`config.mk`:
```
export PLATFORM = sky130hd
export DESIGN_NAME = aprx_mul_arbiter
export DESIGN_NICKNAME = d
export VERILOG_FILES = /design/src/rtl/aprx_mul_arbiter.sv
export SDC_FILE = /design/constraint.sdc
export NUM_CORES = 1
export LEC_CHECK = 0
export ABC_CLOCK_PERIOD_IN_PS = 1300
export CAP_MARGIN = 20
export CORE_UTILIZATION = 35
export CTS_CLUSTER_DIAMETER = 60
export DETAILED_ROUTE_END_ITERATION = 10
export PLACE_DENSITY_LB_ADDON = 0.12
export SYNTH_ARGS = -nofsm -noshare
export SYNTH_HDL_FRONTEND = slang
export SYNTH_SLANG_ARGS = --single-unit
```
`constraint.sdc`:
```
create_clock -name clk -period 1.3 [get_ports clk]
set_input_delay 0.26 -clock clk [delete_from_list [all_inputs] [get_ports clk]]
set_output_delay 0.26 -clock clk [all_outputs]
set_load 0.05 [all_outputs]
```
`src/rtl/aprx_mul_arbiter.sv`:
```
// Round-robin arbiter/sequencer sharing one approximate FP multiplier between two
// requesters: accept one op, launch operands, wait LAT cycles, return the result.
module aprx_mul_arbiter #(
    parameter int LAT   = 1,
    parameter int CNT_W = 4
) (
    input  logic        clk,
    input  logic        rst,
    input  logic        req0_valid,
    output logic        req0_ready,
    input  logic [31:0] req0_a,
    input  logic [31:0] req0_b,
    input  logic        req0_mode,
    input  logic        req1_valid,
    output logic        req1_ready,
    input  logic [31:0] req1_a,
    input  logic [31:0] req1_b,
    input  logic        req1_mode,
    output logic        resp0_valid,
    input  logic        resp0_ready,
    output logic        resp1_valid,
    input  logic        resp1_ready,
    output logic [15:0] resp_data,
    output logic        resp_mode,
    output logic [31:0] mul_a,
    output logic [31:0] mul_b,
    output logic        mul_mode,
    input  logic [15:0] mul_c16,
    input  logic [7:0]  mul_c8,
    output logic        busy
);

    typedef enum logic [1:0] {IDLE, HOLD, RESP} state_t;

    localparam logic [CNT_W-1:0] LAT_C = CNT_W'(LAT);
    localparam logic [CNT_W-1:0] ONE   = CNT_W'(1);

    state_t           state;
    logic [CNT_W-1:0] cnt;
    logic             last_grant;
    logic             owner;
    logic             grant;
    logic             accept;
    logic [31:0]      sel_a;
    logic [31:0]      sel_b;
    logic             sel_mode;

    // On contention the port that did not win last time is granted.
    always_comb begin
        grant      = (req0_valid && req1_valid) ? ~last_grant : req1_valid;
        req0_ready = !rst && (state == IDLE) && req0_valid && !grant;
        req1_ready = !rst && (state == IDLE) && req1_valid && grant;
        accept     = req0_ready || req1_ready;
        sel_a      = grant ? req1_a    : req0_a;
        sel_b      = grant ? req1_b    : req0_b;
        sel_mode   = grant ? req1_mode : req0_mode;
    end

    always_ff @(posedge clk) begin
        if (rst) begin
            state       <= IDLE;
            cnt         <= '0;
            last_grant  <= 1'b1;
            owner       <= 1'b0;
            mul_a       <= '0;
            mul_b       <= '0;
            mul_mode    <= 1'b0;
            resp_data   <= '0;
            resp_mode   <= 1'b0;
            resp0_valid <= 1'b0;
            resp1_valid <= 1'b0;
            busy        <= 1'b0;
        end else begin
            case (state)
                IDLE: begin
                    if (accept) begin
                        mul_a      <= sel_a;
                        mul_b      <= sel_b;
                        mul_mode   <= sel_mode;
                        owner      <= grant;
                        last_grant <= grant;
                        cnt        <= LAT_C;
                        state      <= HOLD;
                        busy       <= 1'b1;
                    end
                end
                HOLD: begin
                    cnt <= cnt - ONE;
                    // Last settle cycle: the multiplier output is valid on this edge.
                    if (cnt == ONE) begin
                        resp_data   <= mul_mode ? {8'h00, mul_c8} : mul_c16;
                        resp_mode   <= mul_mode;
                        resp0_valid <= !owner;
                        resp1_valid <= owner;
                        state       <= RESP;
                    end
                end
                RESP: begin
                    if ((resp0_valid && resp0_ready) || (resp1_valid && resp1_ready)) begin
                        resp0_valid <= 1'b0;
                        resp1_valid <= 1'b0;
                        state       <= IDLE;
                        busy        <= 1'b0;
                    end
                end
                default: begin
                    state <= IDLE;
                    busy  <= 1'b0;
                end
            endcase
        end
    end

endmodule

```
### Word-level counts from Yosys, hierarchy flattened

Cells that the tools add are included.
W data, S select, Z words.

* bits in registers: 93
* input port bits: 160
* logic and storage cells: 61

* add/sub/neg operators: 1
* eq/ne operators: 6
* mux-type cells: 18
* bitwise operators: 2
* reduce and logical (&&, ||, !) cells: 22

Operator list (number)
* $mux W32: 2
* $mux W16: 1
* $reduce_and A3 Y1: 3
* $logic_and A1 B1 Y1: 8
* $pmux W4 S2: 1
* $mux W1: 6
* $mux W2: 3
* $ne A2 B2 Y1 const B: 3
* $pmux W2 S3: 1
* $reduce_and A2 Y1: 3
* $eq A4 B1 Y1 const B: 1
* $mux W4: 1
* $pmux W1 S2: 2
* $reduce_bool A2 Y1: 2
* $sub A4 B1 Y4 const B: 1
* $logic_not A1 Y1: 3
* $pmux W1 S3: 1
* $eq A2 B1 Y1 const B: 1
* $eq A2 B2 Y1 const B: 1
* $logic_not A2 Y1: 1
* $logic_or A1 B1 Y1: 2
* $not A1 Y1: 2

### Longest topological paths before layout

Gate-level depths: netlist of the first run.

* depth after elaboration: 7
* depth in mapped cells: 6
* depth with buffers taken out: 5

### Worst setup path before layout of the first run

OpenSTA, ideal clock, no wires.

* kind: register -> output
* from: register state[0]
* to: output req0_ready
* arrival: 1429 ps
* data required time: 1040 ps
* slack: -389 ps
* stages on the path, launching flop included: 6
* path buffers: 3
* path through: dfxtp_1 buf_6 nor3_4 buf_6 buf_2 and3_1

* longest elaborated chain between the ends: 4

RTL lines
* from (decl): line 38 `state_t state;`
* from (signal assigned): line 61 `state <= IDLE;`
* from (signal assigned): line 83 `state <= HOLD;`
* from (signal assigned): line 95 `state <= RESP;`
* $logic_not A2 Y1: line 51 `req0_ready = !rst && (state == IDLE) && req0_valid && !grant;`
* $logic_and A1 B1 Y1 (3 in series): line 51
* to (decl): line 10 `output logic req0_ready,`

Every way passes these cells.

### Worst setup path in the final report of the first run

* from: register state[1]
* to: output req0_ready

Same word-level chain as after synthesis.

==> results.txt, run 1 <==
The cell type group with the largest total delay on the critical path is simple AND/OR/NAND/NOR gates. The routed design could run at a clock period as short as roughly 1.6 ns. The vertical extent of the die came out at 115.3 um.

After synthesis, flip-flops and latches occupy between 40% and 50% of the total area. The cell chosen for the clock root is sky130_fd_sc_hd__clkbuf_16. STA classifies the critical path endpoint as an output port. The instance count along the most critical hold path is 3. In this run the tightest slew margin relative to its limit is 64.05%.

In this run the most critical hold path is launched from rst. The via count of the first global-routing pass came to around 5,000. The cell area after synthesis is ~4500 um^2. By area the synthesized netlist is led by sky130_fd_sc_hd__dfxtp_1, sky130_fd_sc_hd__a311oi_2, sky130_fd_sc_hd__nand2_1, sky130_fd_sc_hd__a21oi_1, sky130_fd_sc_hd__a311oi_1. The aggregate global-route resource usage is 25.62%. The initial antenna violation count is 0. The die is between 100 and 150 um wide.

The number of iterations in the first detailed-routing pass came out at 4. The checks that failed: setup timing. The flip-flop and latch count after synthesis came out at 93. sky130_fd_sc_hd__nand2_1 is the most common cell in the netlist. The top-level I/O count is about 250.

The max capacitance violation total came out at 0. The share of final-layout standard cells stronger than drive strength 1 came out at about 37%. The depth of the worst register-to-register path is 8. The detailed placer's ending HPWL is around 11,000 um.

In this run the critical register-to-register path is launched from state[1]$_SDFFE_PP0P_. STA puts the critical path data required time at approximately 1.0 ns. The buffers plus inverters on the worst setup path came out at 2. The biggest fanout along the worst timing path came out at 3. The final critical-path share of the clock period came out at 125.6%. After synthesis, the most frequently instantiated cells are sky130_fd_sc_hd__nand2_1, sky130_fd_sc_hd__dfxtp_1, sky130_fd_sc_hd__a21oi_1, sky130_fd_sc_hd__a311oi_2, sky130_fd_sc_hd__a311oi_1. Clock latency on the worst-skew pair, taken at its later pin, is between 0.3 and 0.4 ns. The largest incremental delay on the critical path came out at between 0.3 and 0.4 ns.

After detailed routing, the total wire length is between 15,000 and 20,000 um. Summing all placed instances gives a cell area of 8275 um^2. Summed over all layers, the global routing overflow is 0.

Synthesis produced a netlist whose cell count is about 500. For this run, design rule violations remaining after detail routing come to 0. Counting distinct cell types in the post-synthesis netlist gives 40. The count of flip-flops with a built-in enable after synthesis came out at 0.

The global placement routability congestion is 0.7942. For the pin with the worst max-slew slack, the measured transition is 0.5393 ns. The TritonCTS buffer count is 9. The clock sink total is 93. The per-cell via count in the routed design came out at about 5.3. The number of warning messages in the yosys log came out at 0.

In this run the worst hold path is classified as input pin to flip-flop. Once the floorplan was initialized, standard cells occupied between 30 and 40% of the core. The die covers around 13,000 um^2. The routed length per instance is around 18 um. The data arrival time at the worst-slack endpoint came out at between 1 and 1.5 ns.

The detailed router's first-iteration violation count is around 250. Fill cells in the final layout number between 800 and 900. The path type of the worst setup path is flip-flop to output port. TritonCTS built the clock tree. The area share of the largest cell type after synthesis came out at between 40 and 50%. The flow ran to the end, but the final reports show violations.

The count of buffers from port buffering came out at between 200 and 250. The number of hold buffers added after cts came out at 0. The most used flip-flop cell after synthesis is sky130_fd_sc_hd__dfxtp_1.

The final count of pins violating max slew came out at 0. The maximum vdd ir drop is around 0.76 mV. The routed layout has ~5,200 vias. The largest area contributor in the synthesized netlist is sky130_fd_sc_hd__dfxtp_1.

The number of core rows came out at around 40. The number of hold violations in the final report is 0. Traced cell by cell, the critical path runs through nor3_4 -> buf_6 -> and3_4 -> buf_12. The diode insertion count for antenna repair is 0.

The net count after synthesis came out at between 600 and 700. The average footprint of a synthesized cell came out at 8.734 um^2. The worst register-to-register path has a setup slack of -0.27 ns.

The post-detailed-route count of antenna-violating nets came out at 0. Counting along the longest clock path gives a buffer depth of 2. The register clock-pin slew on the reported worst setup and hold paths is approximately 0.07 ns. The path with the worst hold slack has its endpoint at resp0_valid$_SDFFE_PP0P_. Static timing analysis puts the maximum clock frequency at between 600 and 700 MHz.

Setup repair after global routing could not meet its margin everywhere. The largest net degree at the start of global routing is a little under 50. Dividing total power by cell area gives a power density of between 1000 and 1500 nW/um^2. The H-tree was split into 3 levels. Across all hold checks on the routed design, the worst slack comes to between 0.3 and 0.4 ns. The destination of the worst register-to-register timing path is mul_b[0]$_SDFFE_PP0P_. The critical path launch point type is a flip-flop. The region available for standard cell placement spans ~13,000 um^2. The number of failing setup endpoints in the final timing report came out at 88. The area of all placed cells without fillers came out at between 9000 and 10,000 um^2.

The area added between synthesis and finish is 113.9%. The first-pass GRT wire length is around 26,000 um. The fraction of synthesis flops using an asynchronous set or reset pin is 0%. The worst clock skew came out at approximately 0.0052 ns. After the last flow step, the layout net total stands at 959. For this design the static power due to leakage is between 0.003 and 0.004 uW. The critical path's slowest cell is sky130_fd_sc_hd__dfxtp_2. The least setup slack across all paths after layout came out at -0.3327 ns.
## cell usage in the layout, fill, tap and decap left out, types with 9 or more instances in the layout
cell type	count
sky130_fd_sc_hd__a21oi_1	63
sky130_fd_sc_hd__a21oi_2	25
sky130_fd_sc_hd__a311oi_1	22
sky130_fd_sc_hd__a311oi_2	43
sky130_fd_sc_hd__buf_12	111
sky130_fd_sc_hd__buf_16	9
sky130_fd_sc_hd__buf_4	30
sky130_fd_sc_hd__buf_6	14
sky130_fd_sc_hd__clkbuf_16	11
sky130_fd_sc_hd__clkdlybuf4s50_1	156
sky130_fd_sc_hd__dfxtp_1	88
sky130_fd_sc_hd__nand2_1	132
## sequential cells by signal, indices dropped and copies added, names as in the netlist
name / flops
resp_mode: 1
resp1_valid: 1
state: 2
last_grant: 1
mul_a: 32
busy: 1
mul_mode: 1
owner: 1
mul_b: 32
resp0_valid: 1
cnt: 4
resp_data: 16
## worst register-to-register path: stages (launching register included)
cell and delay [ns]:
sky130_fd_sc_hd__dfxtp_2 0.33, sky130_fd_sc_hd__nor3_4 0.25, sky130_fd_sc_hd__buf_4 0.17, sky130_fd_sc_hd__buf_12 0.12, sky130_fd_sc_hd__buf_12 0.10, sky130_fd_sc_hd__buf_12 0.09, sky130_fd_sc_hd__buf_12 0.11, sky130_fd_sc_hd__a21oi_2 0.06
sky130_fd_sc_hd__a311oi_2 0.24
## cells by family after synthesis
family / after synthesis / synth area share, %
AOI/OAI and AO/OA: 185 / 32.92
adders and majority gates: 2 / 0.5573
muxes: 8 / 1.784
DFF: 93 / 41.47
and+or+nand+nor: 168 / 16.64
buffers and inverters: 58 / 6.633
## how the worst max path moves through the flow
| stage | startpoint | slack (ns) | cells after the start | endpoint |
|---|---|---|---|---|
| CTS | state[1]$_SDFFE_PP0P_ | -0.32 | 4 | req0_ready |
| finish | state[1]$_SDFFE_PP0P_ | -0.33 | 4 | req0_ready |
| floorplan | state[0]$_SDFFE_PP0P_ | -0.1 | 5 | req0_ready |
| detailed placement | req1_valid | -0.58 | 5 | mul_b[23]$_SDFFE_PP0P_ |
| global placement | req1_valid | -0.55 | 6 | mul_a[29]$_SDFFE_PP0P_ |
| global route | state[1]$_SDFFE_PP0P_ | -0.37 | 4 | req0_ready |
## routing by layer
layer	up-vias	GRT usage, %	wire length [um]
li1	2454	-	-
met1	2454	28.60	6858
met2	216	45.94	9124
met3	36	7.327	1353
met4	0	9.870	452
met5	-	0	0
## timing repair
action                     CTS  global route
setup buffers               21            10
setup endpoints to repair   94            95
pin swaps                   36            15
cloned                       9             5
gates resized for setup     80            25
## per-stage QoR
stage                     worst slack [ns]  setup TNS (ns)  utilization [%]  total power [uW]  instances
after floorplan                   -0.09507         -0.9176                -              6930        514
after global placement             -0.5457          -38.09            65.84              9961        918
after detailed placement           -0.5777          -40.50            65.84             10070        918
after CTS                          -0.3198          -16.17            74.14             13810        961
after global routing               -0.3696          -20.63            76.39             14800        973
final                              -0.3327          -15.36            76.39             14230        973
## power breakdown
part | total, uW | leakage, uW | switching, uW | internal [uW]
registers | 3860 | 0.000766 | 541 | 3320
clock network | 2700 | 0.000147 | 1120 | 1580
logic | 7670 | 0.00266 | 3640 | 4030
## layout make-up
cell class	count	area, um^2	area share (%)
timing repair buffer	328	4522	47.10
multi-input combinational	363	2685	27.97
sequential	93	1871	19.48
clock buffer	11	252.7	2.633
tap	172	215.2	2.242
clock inverter	4	47.55	0.4952
inverter	2	7.507	0.07820
(Power assumes the default switching activity.)
==> run 2, diff against run 1 <==
Settings changed: CAP_MARGIN 20 to 10.
==> results of run 2 <==
Final layout, timing and power as in run 1 (identical DEF).
==> run 3, diff against run 2 <==
Settings changed: CORE_AREA set to 2 2 95 97, CORE_UTILIZATION 35 to unset, DIE_AREA set to 0 0 97 99, DONT_BUFFER_PORTS set to 1.
==> results.txt, run 3 (same netlist as run 1, synthesis figures left out) <==
The number of inserted filler cells in the final layout is 640 (-20%). The area added between synthesis and finish came out at 36.98%. The min-delay analysis places its worst path in the category input pin to flip-flop. The global placement routability congestion is 0.8373 (+5.4%).

The placeable core region is 8551 um^2 (-32%). The worst setup path is captured at an output port. The vertical extent of the die came out at 99 um (-14%).

The detailed router's first-iteration violation count is 196 (-20%). The DRC violations left is 0 (unchanged). The via count of the first global-routing pass came to 4,339 (-15%). The aggregate global-route resource usage came out at 27.96% (+2.3 points).

The least setup slack across all paths after layout is -0.3510 ns (-0.01828 ns). The count of buffers from port buffering came out at 0 (-100%). The path type of the worst setup path is flip-flop to output port.

The first-pass GRT wire length is 22,000 um (-16%). The transition time at the pin with the least slew margin came out at 0.3982 ns (-0.1411 ns). The register clock-pin slew on the reported worst setup and hold paths came out at 0.09 ns (+0.02 ns). In the layout the commonest cells are sky130_fd_sc_hd__nand2_1, sky130_fd_sc_hd__buf_4, sky130_fd_sc_hd__a21oi_1. The required arrival time at the worst endpoint was 1.04 ns (about the same). The die outline width is 97 um (-16%).

The number of core rows is 34 (-17%). The largest registers in the layout are mul_a x32, mul_b x32, resp_data x16. The buffer depth of the longest clock path is 2 (unchanged). The number of failing setup endpoints in the final timing report is 88 (unchanged). The detailed placer's ending HPWL came out at 9244 um (-19%). The worst setup path is launched from a flip-flop.

The cell type group with the largest total delay on the critical path is simple AND/OR/NAND/NOR gates. The worst clock skew came out at 0.008345 ns (+0.003177 ns). The total routed wirelength came out at 14,170 um (-20%).

The number of hold violations in the final report is 5 (+5). The area of all placed cells without fillers is 6150 um^2 (-36%). The top-level I/O count is 247 (unchanged). The maximum vdd ir drop came to 0.8627 mV (+14%). The H-tree depth is 3 (unchanged). The effective utilization at floorplan came out at 52.50% (+17 points). The routed length per instance is 19.73 um (+7.9%). The per-cell via count in the routed design is 6.109 (+15%). Setup repair after global routing could not meet its margin everywhere. The run finished, with violations left. The placed standard-cell area came out at 5348 um^2 (-35%). The final non-filler cell total is 718 (-26%). The peak clock frequency supported by timing came out at 605.7 MHz (-1.1%).

The total die area is 9603 um^2 (-28%). For this design, the slowest cell found on the critical path is sky130_fd_sc_hd__dfxtp_2. The largest incremental delay on the critical path came out at 0.35 ns (+0.02 ns). The final count of pins violating max slew is 0 (unchanged). The largest net degree at the start of global routing is 95 (+94%). The final global-route overflow total is 0 (unchanged). The diode insertion count for antenna repair came out at 0 (unchanged). The number of iterations in the first detailed-routing pass came out at 5 (+1). The TritonCTS buffer count is 9 (unchanged). The post-route worst hold slack is -0.04029 ns (-0.4080 ns).

The clock sink total is 93 (unchanged). The standby leakage power is 0.002353 uW (-34%). The initial antenna violation count came out at 0 (unchanged). The post-detailed-route count of antenna-violating nets is 0 (unchanged). The layout net count came to 767 (-20%).

The total power draw is 10,660 uW (-25%). The data arrival time at the worst-slack endpoint came to 1.39 ns (+0.02 ns). The final period demand of the worst path came to 1.651 ns (+0.01829 ns). The buffers plus inverters on the worst setup path came out at 1 (-1). The placed cell count is 679 (-26%). The biggest fanout along the worst timing path came out at 4 (+1). The power per cell area is 1734 nW/um^2 (+17%).

The worst relative slew slack is 73.46% (+9.4 points). TritonCTS built the clock tree. The later-pin clock latency in the skew report was 0.35 ns (about the same). The critical path goes through nor3_4 -> buf_6 -> and3_4. The final critical-path share of the clock period came out at 127.0% (+1.4 points). The total number of vias is 4,386 (-15%). The root buffer cell chosen for the clock tree is sky130_fd_sc_hd__clkbuf_8. The max capacitance violation total is 0 (unchanged). The library cell used most frequently in the layout, excluding fill and tap cells, is sky130_fd_sc_hd__nand2_1. The final setup TNS is -16.05 ns (-0.6900 ns). The share of final-layout standard cells stronger than drive strength 1 is 39.51% (+2.3 points). The checks that failed: hold timing, setup timing.
-- run 3: cell types whose count changed in the layout (fill, tap and decap cells not counted), sizes merged --
cell,change
and2,+1
buf,-35
dlygate4sd2,-2
bufbuf,+2
clkdlybuf4s50,-156
clkbuf,-2
clkinvlp,+2
bufinv,-1
-- run 3: timing repair --
action	in CTS	in global routing
setup buffers	11	4
endpoints found under the setup margin	90	91
gates resized for setup	46	23
gates cloned	9	0
pin swaps	20	12
hold endpoints to repair	90	91
-- run 3: per-layer routing --
layer / routed length, um / share of wire (%) / GRT usage, %
met5: 0 / 0 / 0
met4: 265 / 1.9 / 10.08
met2: 7098 / 50 / 48.34
met3: 1044 / 7.4 / 5.887
met1: 5758 / 41 / 34.58
-- run 3: final timing paths --
kind	endpoint	cells past startpoint	slack [ns]	from
worst min-delay path	resp_data[8]$_SDFFE_PP0P_	1	-0.04	rst
worst min register to register	resp_data[12]$_SDFFE_PP0P_	2	0.46	resp_data[12]$_SDFFE_PP0P_
worst max register to register	mul_a[31]$_SDFFE_PP0P_	6	-0.27	state[1]$_SDFFE_PP0P_
worst max-delay path	req0_ready	3	-0.35	state[1]$_SDFFE_PP0P_
-- run 3: final cells by class --
type,count,area [um^2],share of cell area (%)
clock inverter,5,36.28,0.5900
tap,108,135.1,2.197
multi-input combinational,364,2545,41.38
clock buffer,11,141.4,2.299
timing repair buffer,135,1406,22.87
inverter,2,7.507,0.1221
sequential,93,1878,30.54
-- run 3: per-stage QoR --
step	setup slack [ns]	utilization, %
CTS	-0.3475	70.15
floorplan	-0.09507	-
global route	-0.4204	71.92
finish	-0.3510	71.92
global placement	-0.09982	62.54
detailed placement	-0.1767	62.54
-- run 3: power by group --
group	switching, uW	total (uW)	internal (uW)
clock	1010	1760	749
sequential	349	3670	3320
combinational	3140	5230	2090
